--- config.mk ---
export PLATFORM = sky130hd
export DESIGN_NAME = sram_march_bist
export DESIGN_NICKNAME = d
export VERILOG_FILES = /design/src/rtl/sram_march_bist.sv
export SDC_FILE = /design/constraint.sdc
export NUM_CORES = 1
export LEC_CHECK = 0
export BUFFER_PORTS_ARGS = -buffer_cell sky130_fd_sc_hd__buf_2
export CORE_MARGIN = 2
export CORE_UTILIZATION = 40
export DETAILED_ROUTE_END_ITERATION = 8
export PLACE_DENSITY_LB_ADDON = 0.12
export SLEW_MARGIN = 25
export SYNTH_ARGS = -nofsm -noshare
export SYNTH_HDL_FRONTEND = slang
export SYNTH_SLANG_ARGS = --single-unit
--- constraint.sdc ---
create_clock -name clk -period 8.74 [get_ports clk]
set_input_delay 1.748 -clock clk [delete_from_list [all_inputs] [get_ports clk]]
set_output_delay 1.748 -clock clk [all_outputs]
set_load 0.02 [all_outputs]
--- src/rtl/sram_march_bist.sv ---
// March-test BIST controller for a single-port synchronous SRAM: MATS+, March X or March C-,
// solid or checkerboard background, first-fail capture and a saturating miscompare counter.
module sram_march_bist #(
    parameter int unsigned ADDR_W = 4,
    parameter int unsigned DATA_W = 8,
    parameter int unsigned CNT_W  = 8
) (
    input  logic              clk,
    input  logic              rst_n,
    input  logic              start,
    input  logic [1:0]        alg_sel,
    input  logic              bg_sel,
    output logic              mem_en,
    output logic              mem_we,
    output logic [ADDR_W-1:0] mem_addr,
    output logic [DATA_W-1:0] mem_wdata,
    input  logic [DATA_W-1:0] mem_rdata,
    output logic              busy,
    output logic              done,
    output logic              pass,
    output logic [CNT_W-1:0]  fail_count,
    output logic [ADDR_W-1:0] fail_addr,
    output logic [DATA_W-1:0] fail_exp,
    output logic [DATA_W-1:0] fail_got
);

    localparam logic [ADDR_W-1:0] ADDR_MAX = '1;
    localparam logic [CNT_W-1:0]  CNT_MAX  = '1;

    typedef enum logic [1:0] {S_IDLE, S_RUN, S_DRAIN, S_DONE} state_t;
    typedef struct packed {
        logic down;
        logic two;
    } elem_ctl_t;

    // Element direction and op count; alg[1] set selects March C-.
    function automatic elem_ctl_t elem_ctl(input logic [1:0] alg, input logic [2:0] elem);
        elem_ctl_t c;
        c.down = 1'b0;
        c.two  = 1'b0;
        case (elem)
            3'd1: c.two = 1'b1;
            3'd2: begin c.two = 1'b1; c.down = ~alg[1]; end
            3'd3: begin c.two = alg[1]; c.down = alg[1]; end
            3'd4: begin c.two = 1'b1; c.down = 1'b1; end
            default: ;
        endcase
        return c;
    endfunction

    function automatic logic [2:0] last_elem(input logic [1:0] alg);
        case (alg)
            2'd0:    return 3'd2;
            2'd1:    return 3'd3;
            default: return 3'd5;
        endcase
    endfunction

    function automatic logic [DATA_W-1:0] bg_word(input logic cb);
        logic [DATA_W-1:0] w;
        for (int i = 0; i < DATA_W; i++) w[i] = cb & (i % 2 == 0);
        return w;
    endfunction

    state_t            state, state_n;
    logic [1:0]        alg_q, alg_n;
    logic              bg_q, bg_n;
    logic [2:0]        elem_q, elem_n;
    logic              op_q, op_n;
    logic [ADDR_W-1:0] addr_n;
    logic              issue, advance, clear;
    elem_ctl_t         cur, ctl_n;
    logic              op_we, op_v;
    logic [DATA_W-1:0] word_n, exp_q, cmp_exp;
    logic [ADDR_W-1:0] cmp_addr;
    logic              cmp_valid, miscmp;
    logic [CNT_W-1:0]  fail_count_n;

    // Sequencer: picks the op to drive next cycle and the compare bookkeeping.
    always_comb begin
        state_n = state;
        alg_n   = alg_q;
        bg_n    = bg_q;
        elem_n  = elem_q;
        op_n    = op_q;
        addr_n  = mem_addr;
        issue   = 1'b0;
        advance = 1'b0;
        clear   = 1'b0;
        cur     = elem_ctl(alg_q, elem_q);
        case (state)
            S_IDLE, S_DONE: begin
                if (start) begin
                    state_n = S_RUN;
                    alg_n   = alg_sel;
                    bg_n    = bg_sel;
                    elem_n  = '0;
                    op_n    = 1'b0;
                    issue   = 1'b1;
                    advance = 1'b1;
                    clear   = 1'b1;
                end
            end
            S_RUN: begin
                issue = 1'b1;
                if (cur.two && !op_q) begin
                    op_n = 1'b1;
                end else begin
                    op_n = 1'b0;
                    if (mem_addr == (cur.down ? '0 : ADDR_MAX)) begin
                        if (elem_q == last_elem(alg_q)) begin
                            state_n = S_DRAIN;
                            issue   = 1'b0;
                        end else begin
                            elem_n  = elem_q + 3'd1;
                            advance = 1'b1;
                        end
                    end else if (cur.down) begin
                        addr_n = mem_addr - ADDR_W'(1);
                    end else begin
                        addr_n = mem_addr + ADDR_W'(1);
                    end
                end
            end
            S_DRAIN: state_n = S_DONE;
            default: state_n = S_IDLE;
        endcase
        ctl_n = elem_ctl(alg_n, elem_n);
        if (advance) addr_n = ctl_n.down ? ADDR_MAX : '0;
        // Two-op elements alternate polarity: odd elements r0,w1; even elements r1,w0.
        op_we  = ctl_n.two ? op_n : (elem_n == 3'd0);
        op_v   = ctl_n.two & (op_n ^ ~elem_n[0]);
        word_n = op_v ? ~bg_word(bg_n) : bg_word(bg_n);
        miscmp = cmp_valid && (mem_rdata != cmp_exp);
        fail_count_n = (miscmp && fail_count != CNT_MAX) ? fail_count + CNT_W'(1) : fail_count;
    end

    always_ff @(posedge clk) begin
        if (!rst_n) begin
            state      <= S_IDLE;
            alg_q      <= '0;
            bg_q       <= 1'b0;
            elem_q     <= '0;
            op_q       <= 1'b0;
            mem_en     <= 1'b0;
            mem_we     <= 1'b0;
            mem_addr   <= '0;
            mem_wdata  <= '0;
            exp_q      <= '0;
            cmp_valid  <= 1'b0;
            cmp_exp    <= '0;
            cmp_addr   <= '0;
            busy       <= 1'b0;
            done       <= 1'b0;
            pass       <= 1'b0;
            fail_count <= '0;
            fail_addr  <= '0;
            fail_exp   <= '0;
            fail_got   <= '0;
        end else begin
            state     <= state_n;
            alg_q     <= alg_n;
            bg_q      <= bg_n;
            elem_q    <= elem_n;
            op_q      <= op_n;
            mem_en    <= issue;
            mem_we    <= issue & op_we;
            mem_addr  <= addr_n;
            mem_wdata <= (issue && op_we) ? word_n : '0;
            exp_q     <= word_n;
            cmp_valid <= mem_en & ~mem_we;
            cmp_exp   <= exp_q;
            cmp_addr  <= mem_addr;
            busy      <= (state_n == S_RUN) || (state_n == S_DRAIN);
            done      <= (state_n == S_DONE);
            if (clear) begin
                pass       <= 1'b0;
                fail_count <= '0;
                fail_addr  <= '0;
                fail_exp   <= '0;
                fail_got   <= '0;
            end else begin
                fail_count <= fail_count_n;
                pass       <= (state_n == S_DONE) && (fail_count_n == '0);
                if (miscmp && fail_count == '0) begin
                    fail_addr <= cmp_addr;
                    fail_exp  <= cmp_exp;
                    fail_got  <= mem_rdata;
                end
            end
        end
    end

endmodule

==> results of run 1 <==
-- cells in the mapped netlist, types with 2 or more instances --
cell type,count,share of area
mux2i_1,21,0.080
nand4_1,3,0.0071
xor2_1,5,0.017
a31oi_1,4,0.0095
a21oi_1,7,0.013
and4_1,2,0.0066
nand3_1,6,0.011
nor4_1,3,0.0071
inv_1,9,0.013
nand2_1,21,0.030
and2_2,2,0.0057
nor3_1,4,0.0076
buf_4,13,0.037
nor2_1,32,0.045
a21o_1,2,0.0057
or2b_2,2,0.0066
dfxtp_1,51,0.39
and2_1,16,0.038
clkbuf_1,6,0.0085
xnor2_1,13,0.043
nand2b_1,2,0.0047
o211ai_1,5,0.014
nor2b_1,4,0.0095
ha_1,12,0.057
o21ai_0,5,0.0095
-- where the power goes --
part	internal, mW	leakage [nW]	switching, mW	total (mW)
clock network	0.114	0.0644	0.0782	0.192
registers	0.243	0.414	0.00891	0.252
logic	0.0306	0.857	0.0446	0.0753
-- layout make-up --
cell class              count  area, sq um  area share
clock buffers               5         68.8      0.0226
clock inverters             3         67.6      0.0222
inverters                   9         33.8      0.0111
multi-input cells         202         1460       0.479
flip-flops and latches     51         1020       0.336
well taps                  77         96.3      0.0317
repair buffers             59          298      0.0979
-- path summary, 6_finish.rpt --
path | startpoint | end | slack (ns) | cells after the start
max | elem_q[0]$_SDFF_PN0_ | mem_addr[1]$_SDFFE_PN0P_ | 5.08 | 13
min | exp_q[6]$_SDFF_PN0_ | cmp_exp[6]$_SDFF_PN0_ | 0.44 | 1
max reg2reg | elem_q[0]$_SDFF_PN0_ | mem_addr[1]$_SDFFE_PN0P_ | 5.08 | 13
min reg2reg | exp_q[6]$_SDFF_PN0_ | cmp_exp[6]$_SDFF_PN0_ | 0.44 | 1
-- through the flow --
stage	setup WS (ns)	power, mW	cell area (sq um)	cells
global route	4.82	0.546	3040	406
finish	5.08	0.520	3040	406
CTS	5.06	0.526	3040	406
global placement	4.83	0.331	2900	397
detailed placement	4.88	0.333	2910	398
floorplan	5.34	0.312	2640	284
-- sequential cells by signal (all words and copies together) (netlist names), 3 cells and up --
| register | flops |
|---|---|
| cmp_addr | 4 |
| elem_q | 3 |
| fail_count | 8 |
| mem_addr | 4 |
| fail_addr | 4 |
| fail_got | 8 |
-- critical path, stage by stage (launching register included) --
cell     delay [ns]
dfxtp_1        0.51
ha_1           0.25
ha_1           0.17
and2b_2        0.23
o31ai_4        0.34
ha_1           0.25
nand4_1        0.13
mux2_4         0.33
or4_4          0.53
o211a_4        0.17
xnor2_1        0.13
a211o_1        0.31
nand2_1        0.12
a21oi_1        0.05
-- kinds of logic (layout without fill, tap and decap cells) --
logic type	after synthesis	count (layout)	share of synthesized area
AOI/OAI and AO/OA	40	40	0.119
and+or+nand+nor	109	109	0.219
DFF	51	51	0.386
adders and majority gates	13	13	0.0644
buffers and inverters	31	76	0.0662
muxes	22	22	0.0852
xor gates and xnor gates	18	18	0.0596
-- layer usage --
layer | GRT usage | vias up
met5 | 0 | -
li1 | - | 1046
met3 | 0.0350 | 2
met2 | 0.237 | 48
met1 | 0.212 | 932
met4 | 0.0260 | 0
==> results.sh, run 1 <==
export IMPL_outcome="finished, final reports clean"
export IMPL_ys_ff_latch=51
export IMPL_synth_nets=311
export IMPL_core_area_sq_um=6390
export IMPL_synth_edf_count=0
export IMPL_met3_length_um=263
export IMPL_final_cell_mix="58 x buf_2, 51 x dfxtp_1, 32 x nor2_1"
export IMPL_synth_flop_cell="dfxtp_1"
export IMPL_drive_gt1_frac=0.267
export IMPL_synth_avg_cell_area_sq_um=9.31
export IMPL_endpoint_kind="register"
export IMPL_dp_hpwl_um=3900
export IMPL_period_share=0.419
export IMPL_antenna_cells=0
export IMPL_rows=29
export IMPL_first_global_vias=1906
export IMPL_cp_max_fo=8
export IMPL_tightest_slew_ns=0.800
export IMPL_via_per_inst=5.00
export IMPL_area_growth_pct=15.0
export IMPL_start_kind="register"
export IMPL_antenna_found_initial=0
export IMPL_drt_total_wl_um=5260
export IMPL_clk_path_buf_depth=2
export IMPL_p_per_area_nw_per_um2=171
export IMPL_ys_seq_area_frac=0.386
export IMPL_port_buffers=58
export IMPL_grtUsageTotal=0.150
export IMPL_fin_util=0.476
export IMPL_synth_warnings=0
export IMPL_wl_per_cell_um=13.0
export IMPL_arrival_ns=3.84
export IMPL_grt_setup_unrepaired="no"
export IMPL_setup_violations=0
export IMPL_fin_nets=355
export IMPL_met2WireLength_um=2220
export IMPL_final_common_cell="buf_2"
export IMPL_finalCriticalPeriod_ns=3.66
export IMPL_vdd_drop_max_mv=0.102
export IMPL_pin_count=59
export IMPL_synthesis_instances=284
export IMPL_maxCapViolations=0
export IMPL_fp_dieArea_sq_um=7280
export IMPL_clk_latency_ns=0.30
export IMPL_finalMaxSlewViolations=0
export IMPL_grt_pass1_wl_um=8940
export IMPL_skew_ns=0.00520
export IMPL_critPathRequiredTime_ns=8.92
export IMPL_holdWs_ns=0.438
export IMPL_grt_max_degree=25
export IMPL_start_util=0.414
export IMPL_cts_root_buf="clkbuf_8"
export IMPL_clk_pin_slew_worst_paths_ns=0.10
export IMPL_cts_sinks=51
export IMPL_fmax_mhz=273
export IMPL_die_y_um=85.3
export IMPL_maxSlewHeadroom=0.466
export IMPL_drt_iter0_drc=62
export IMPL_holdBufCountCts=0
export IMPL_cts_htree_levels=2
export IMPL_tns_ns=0
export IMPL_cts_resized=0
export IMPL_path_class="register to register"
export IMPL_wl_met1_um=2760
export IMPL_via_count=2028
export IMPL_route_detailed_drc=0
export IMPL_postCtsSetupBuffers=0
export IMPL_finalHoldViolCount=0
export IMPL_die_x_um=85.3
export IMPL_overflow=0
export IMPL_numCtsBuffers=5
export IMPL_fill_cells=627
export IMPL_synth_cell_types=59
export IMPL_place_gp_congestion=0.770
export IMPL_drt_pass1_iterations=4
export IMPL_cts_tree="yes"
export IMPL_async_flop_share=0
export IMPL_min_path_type="register to register"
export IMPL_leakage_nw=1.34
export IMPL_synth_area_sq_um=2640
export IMPL_ant_nets=0
export IMPL_top_layer="met4"
Power figures use the tool's default switching activity.
==> run 2: changes to the inputs <==
==> constraint.sdc (replaced) <==
create_clock -name clk -period 3.8 [get_ports clk]
set_input_delay 0.76 -clock clk [delete_from_list [all_inputs] [get_ports clk]]
set_output_delay 0.76 -clock clk [all_outputs]
set_load 0.02 [all_outputs]
==> results.sh, run 2 (synthesis results as in run 1) <==
export IMPL_overflow=0
export IMPL_endpoint_kind="register"
export IMPL_antenna_cells=0
export IMPL_cts_root_buf="clkbuf_8"
export IMPL_core_area_sq_um=6390
export IMPL_critPathRequiredTime_ns=3.98
export IMPL_skew_ns=0.0102
export IMPL_clk_path_buf_depth=2
export IMPL_drt_total_wl_um=5230
export IMPL_ant_nets=0
export IMPL_cp_max_fo=7
export IMPL_grtUsageTotal=0.153
export IMPL_route_detailed_drc=0
export IMPL_pin_count=59
export IMPL_setup_violations=0
export IMPL_clk_latency_ns=0.30
export IMPL_finalPower_mw=1.13
export IMPL_via_per_inst=5.00
export IMPL_place_gp_congestion=0.740
export IMPL_postCtsSetupBuffers=0
export IMPL_finalMaxSlewViolations=0
export IMPL_fp_dieArea_sq_um=7280
export IMPL_finalHoldViolCount=0
export IMPL_die_x_um=85.3
export IMPL_cts_sinks=51
export IMPL_dp_hpwl_um=3890
export IMPL_maxCapViolations=0
export IMPL_holdBufCountCts=0
export IMPL_finalCriticalPeriod_ns=3.57
export IMPL_use_met3=0.0321
export IMPL_worst_slack_ns=0.233
export IMPL_wl_per_cell_um=12.9
export IMPL_first_global_vias=1903
export IMPL_numCtsBuffers=5
export IMPL_grt_util_met2=0.238
export IMPL_grt_pass1_wl_um=9020
export IMPL_startpoint="elem_q[1]$_SDFF_PN0_"
export IMPL_busiest_layer="met2"
export IMPL_min_path_type="register to register"
export IMPL_die_y_um=85.3
export IMPL_via_count=2036
export IMPL_drt_iter0_drc=38
export IMPL_reg_largest_list="fail_count (8), fail_got (8)"
export IMPL_port_buffers=58
export IMPL_drive_gt1_frac=0.270
export IMPL_regArea_sq_um=1020
export IMPL_vdd_drop_max_mv=0.249
export IMPL_leakage_nw=1.33
export IMPL_maxSlewHeadroom=0.508
export IMPL_rr_worst_depth=13
export IMPL_grt_met1_usage=0.214
export IMPL_period_share=0.939
export IMPL_outcome="finished, final reports clean"
export IMPL_antenna_found_initial=0
export IMPL_rows=29
export IMPL_final_common_cell="buf_2"
export IMPL_grt_setup_unrepaired="no"
export IMPL_multi_input_area_sq_um=1460
export IMPL_fin_nets=356
export IMPL_fin_util=0.474
export IMPL_clk_pin_slew_worst_paths_ns=0.10
export IMPL_path_class="register to register"
export IMPL_final_cell_mix="58 x buf_2, 51 x dfxtp_1, 32 x nor2_1"
export IMPL_p_per_area_nw_per_um2=374
export IMPL_cts_tree="yes"
export IMPL_cts_resized=0
export IMPL_area_growth_pct=14.4
export IMPL_fill_cells=647
export IMPL_grt_max_degree=25
export IMPL_start_kind="register"
export IMPL_tightest_slew_ns=0.736
export IMPL_arrival_ns=3.75
export IMPL_cts_htree_levels=2
export IMPL_start_util=0.414
export IMPL_hp_start="exp_q[6]$_SDFF_PN0_"
export IMPL_tns_ns=0
export IMPL_pre_cts_ws_ns=0.248
export IMPL_hold_path_depth=1
export IMPL_fmax_mhz=280
export IMPL_drt_pass1_iterations=4
export IMPL_r2r_start="elem_q[1]$_SDFF_PN0_"
## run 2: report_power, final
part           total, mW  switching [mW]  internal (mW)
Clock              0.379           0.183          0.196
Sequential         0.578          0.0192          0.559
Combinational      0.174           0.104         0.0709
Total               1.13           0.305          0.826
## run 2: path summary, 6_finish.rpt
kind | endpoint | slack [ns]
worst max-delay path | mem_addr[3]$_SDFFE_PN0P_ | 0.23
worst max register to register | mem_addr[3]$_SDFFE_PN0P_ | 0.23
worst min-delay path | cmp_exp[6]$_SDFF_PN0_ | 0.45
worst min register to register | cmp_exp[6]$_SDFF_PN0_ | 0.45
## run 2: final cells by class
class / count / share of cell area
Multi-Input combinational cell: 202 / 0.481
Timing Repair Buffer: 60 / 0.101
Clock buffer: 5 / 0.0227
Tap cell: 77 / 0.0318
Clock inverter: 3 / 0.0145
Inverter: 9 / 0.0112
Sequential cell: 51 / 0.337
## run 2: through the flow
step / std cells / cell area, sq um / hold WS (ns)
after floorplan: 284 / 2640 / 0.412
after global placement: 399 / 2910 / 0.428
after detailed placement: 399 / 2910 / 0.421
after CTS: 407 / 3030 / 0.443
after global routing: 407 / 3030 / 0.459
final: 407 / 3030 / 0.446
## run 2: critical path, cell delays in order (launching register included)
cell     delay (ns)
dfxtp_1        0.45
ha_1           0.24
ha_1           0.18
and2b_2        0.23
o31ai_4        0.35
ha_1           0.25
nand4_1        0.13
mux2_4         0.32
or4_4          0.53
o211a_4        0.18
xnor2_1        0.12
a211o_1        0.30
nand2_1        0.11
a21oi_1        0.06
## run 2: per-layer routing
layer  vias to the layer above  share of wire
met5                         -              0
met4                         0          0.011
met3                         5          0.053
met2                        53           0.43
met1                       928           0.51
li1                       1050              -
==> run 3: changes to the inputs <==
--- a/config.mk
+++ b/config.mk
@@ -5,8 +5,9 @@
 export SDC_FILE = /design/constraint.sdc
 export NUM_CORES = 1
 export LEC_CHECK = 0
+export ABC_AREA = 1
 export BUFFER_PORTS_ARGS = -buffer_cell sky130_fd_sc_hd__buf_2
-export CORE_MARGIN = 2
+export CORE_MARGIN = 5
 export CORE_UTILIZATION = 40
 export DETAILED_ROUTE_END_ITERATION = 8
 export PLACE_DENSITY_LB_ADDON = 0.12
==> results.sh, run 3 <==
export IMPL_netlist_top_cells_count="64 x nand2_1, 51 x dfxtp_1, 48 x inv_1"
export IMPL_worst_slack_ns=0.569
export IMPL_p_switching_mw=0.309
export IMPL_top_layer="met4"
export IMPL_yosys_top_cells_area="dfxtp_1 38%, nand2_1 9.0%, inv_1 6.8%"
export IMPL_die_y_um=91.6
export IMPL_drt_total_wl_um=5850
export IMPL_port_buffers=58
export IMPL_start_util=0.415
export IMPL_grt_max_degree=23
export IMPL_endpoint_kind="register"
export IMPL_endpoint="pass$_SDFF_PP0_"
export IMPL_clk_latency_ns=0.31
export IMPL_fp_dieArea_sq_um=8400
export IMPL_critical_path_depth=24
export IMPL_overflow=0
export IMPL_slowest_stage="dfxtp_1"
export IMPL_fill_cells=661
export IMPL_tns_ns=0
export IMPL_drive_gt1_frac=0.234
export IMPL_pre_cts_ws_ns=0.603
export IMPL_ys_ff_latch=51
export IMPL_route_detailed_drc=0
export IMPL_min_path_type="register to register"
export IMPL_finalCriticalPeriod_ns=3.23
export IMPL_pin_count=59
export IMPL_die_x_um=91.6
export IMPL_maxSlewHeadroom=0.504
export IMPL_vdd_drop_max_mv=0.141
export IMPL_antenna_cells=0
export IMPL_grt_setup_unrepaired="no"
export IMPL_p_int_mw=0.823
export IMPL_reg_largest_list="fail_count (8), fail_got (8)"
export IMPL_synth_top_cell_by_area="dfxtp_1"
export IMPL_grtUsageTotal=0.146
export IMPL_cp_max_fo=5
export IMPL_final_cell_mix="64 x nand2_1, 58 x buf_2, 51 x dfxtp_1"
export IMPL_fin_cells=478
export IMPL_ys_seq_area_frac=0.383
export IMPL_outcome="finished, final reports clean"
export IMPL_place_gp_congestion=0.818
export IMPL_grt_pass1_wl_um=10200
export IMPL_synthesis_instances=355
export IMPL_setup_violations=0
export IMPL_crit_family="simple AND/OR/NAND/NOR gates"
export IMPL_cts_sinks=51
export IMPL_fin_nets=427
export IMPL_cts_tree="yes"
export IMPL_r2r_end="pass$_SDFF_PP0_"
export IMPL_synth_top_cell_area_share=0.383
export IMPL_critPathRequiredTime_ns=4.03
export IMPL_start_kind="register"
export IMPL_hp_start="exp_q[6]$_SDFF_PN0_"
export IMPL_wl_met1_um=2720
export IMPL_p_per_area_nw_per_um2=369
export IMPL_netSwitchingFraction=0.273
export IMPL_synth_cell_types=30
export IMPL_via_count=2295
export IMPL_async_flop_share=0
export IMPL_pwr_share_seq=0.508
export IMPL_numCtsBuffers=5
export IMPL_leakage_nw=1.48
export IMPL_synth_avg_cell_area_sq_um=7.51
export IMPL_cts_resized=0
export IMPL_path_buf_inv=4
export IMPL_area_growth_pct=14.9
export IMPL_final_common_cell="nand2_1"
export IMPL_path_class="register to register"
export IMPL_cts_htree_levels=2
export IMPL_rr_worst_depth=24
export IMPL_antenna_found_initial=0
export IMPL_drt_iter0_drc=71
export IMPL_crit_path_frequent_cell="nand2_1"
export IMPL_period_share=0.850
export IMPL_r2r_start="elem_q[0]$_SDFF_PN0_"
export IMPL_synth_flop_cell="dfxtp_1"
export IMPL_maxCapViolations=0
export IMPL_clk_path_buf_depth=2
export IMPL_cpPeakStageDelay_ns=0.45
export IMPL_ant_nets=0
export IMPL_rows=29
export IMPL_core_area_sq_um=6420
export IMPL_multi_input_area_sq_um=1330
export IMPL_via_per_inst=4.80
export IMPL_finalHoldViolCount=0
export IMPL_drt_pass1_iterations=4
export IMPL_skew_ns=0.00737
export IMPL_finalMaxSlewViolations=0
export IMPL_post_synth_top_count_cell="nand2_1"
export IMPL_regArea_sq_um=1020
export IMPL_cts_root_buf="clkbuf_8"
export IMPL_synth_area_sq_um=2670
export IMPL_met3_length_um=254
export IMPL_wl_per_cell_um=12.2
export IMPL_clockPowerShare=0.357
export IMPL_met2WireLength_um=2820
export IMPL_first_global_vias=2255
export IMPL_tightest_slew_ns=0.742
export IMPL_combPwrFrac=0.135
export IMPL_fmax_mhz=310
export IMPL_ff2ff_setup_slack_ns=0.57
export IMPL_arrival_ns=3.46
export IMPL_synth_warnings=0
export IMPL_clk_pin_slew_worst_paths_ns=0.10
export IMPL_startpoint="elem_q[0]$_SDFF_PN0_"
export IMPL_synth_edf_count=0
export IMPL_dp_cells=470
export IMPL_worstPathCellList="inv_1 > ha_1 > nand2_1 > nand2_1 > inv_2 > nand2_4 > nand2_2 > inv_1 > ha_1 > nand2_1 > nor2_1 > nand4_1 > nand2_4 > nand4_1 > nand2_1 > a21oi_1 > o22ai_1 > ha_1 > nand2_1 > inv_1 > nand3_1 > nor2_1 > nand3_1 > nor3_1"
export IMPL_dp_hpwl_um=4520
export IMPL_holdBufCountCts=0
export IMPL_postCtsSetupBuffers=0
export IMPL_synth_nets=382
run 3: cell count changes after synthesis, moves of 7 or more:
cell / before / now
and2_1: 16 / 1
nand4_1: 3 / 21
inv_1: 9 / 48
xnor2_1: 13 / 1
xor2_1: 5 / 12
o21ai_0: 5 / 18
a21oi_1: 7 / 17
nand3_1: 6 / 18
mux2i_1: 21 / 0
nand2_1: 21 / 64
run 3: area by class of cell:
type,instances,share of cell area
multi-input cells,230,0.434
flip-flops and latches,51,0.333
repair buffers,59,0.0972
inverters,53,0.0649
well taps,77,0.0314
clock buffers,6,0.0269
clock inverters,2,0.0127
run 3: cell families after synthesis:
kind of cell | Yosys count | synth area share
and+or+nand+nor | 159 | 0.294
xor gates and xnor gates | 13 | 0.0427
adders and majority gates | 13 | 0.0638
buffers and inverters | 74 | 0.121
DFF | 51 | 0.383
AOI/OAI and AO/OA | 45 | 0.0953
run 3: how the worst min path moves through the flow:
stage / end / cells after the start
4_1_cts: cmp_exp[6]$_SDFF_PN0_ / 2
5_1_grt: cmp_valid$_SDFF_PN0_ / 1
6_report: cmp_exp[6]$_SDFF_PN0_ / 2
3_3_place_gp: cmp_exp[6]$_SDFF_PN0_ / 2
2_1_floorplan: cmp_exp[5]$_SDFF_PN0_ / 2
3_5_place_dp: cmp_exp[6]$_SDFF_PN0_ / 2
run 3: layer usage:
| layer | vias up | GRT usage |
|---|---|---|
| li1 | 1218 | - |
| met1 | 1035 | 0.177 |
| met2 | 35 | 0.254 |
| met3 | 7 | 0.0417 |
| met4 | 0 | 0.0377 |
| met5 | - | 0 |
run 3: power groups by stage:
stage	clock (mW)	combinational (mW)	sequential, mW
after floorplan	0	0.0999	0.596
after global placement	0	0.154	0.588
after detailed placement	0	0.155	0.587
after CTS	0.417	0.156	0.575
after global routing	0.441	0.172	0.579
final	0.404	0.153	0.574
run 3: tightest hold or removal path, delay by kind of cell (launching register included):
kind / cells / cell delay, ns
flops: 1 / 0.32
buf+inv: 1 / 0.04
simple gates: 1 / 0.05
run 3: through the flow:
step | area, sq um | hold WS [ns] | power, mW | util
finish | 3060 | 0.420 | 1.13 | 0.477
global route | 3060 | 0.444 | 1.19 | 0.477
CTS | 3060 | 0.422 | 1.15 | 0.477
detailed placement | 2940 | 0.398 | 0.742 | 0.458
global placement | 2940 | 0.395 | 0.742 | 0.458
floorplan | 2670 | 0.390 | 0.696 | -
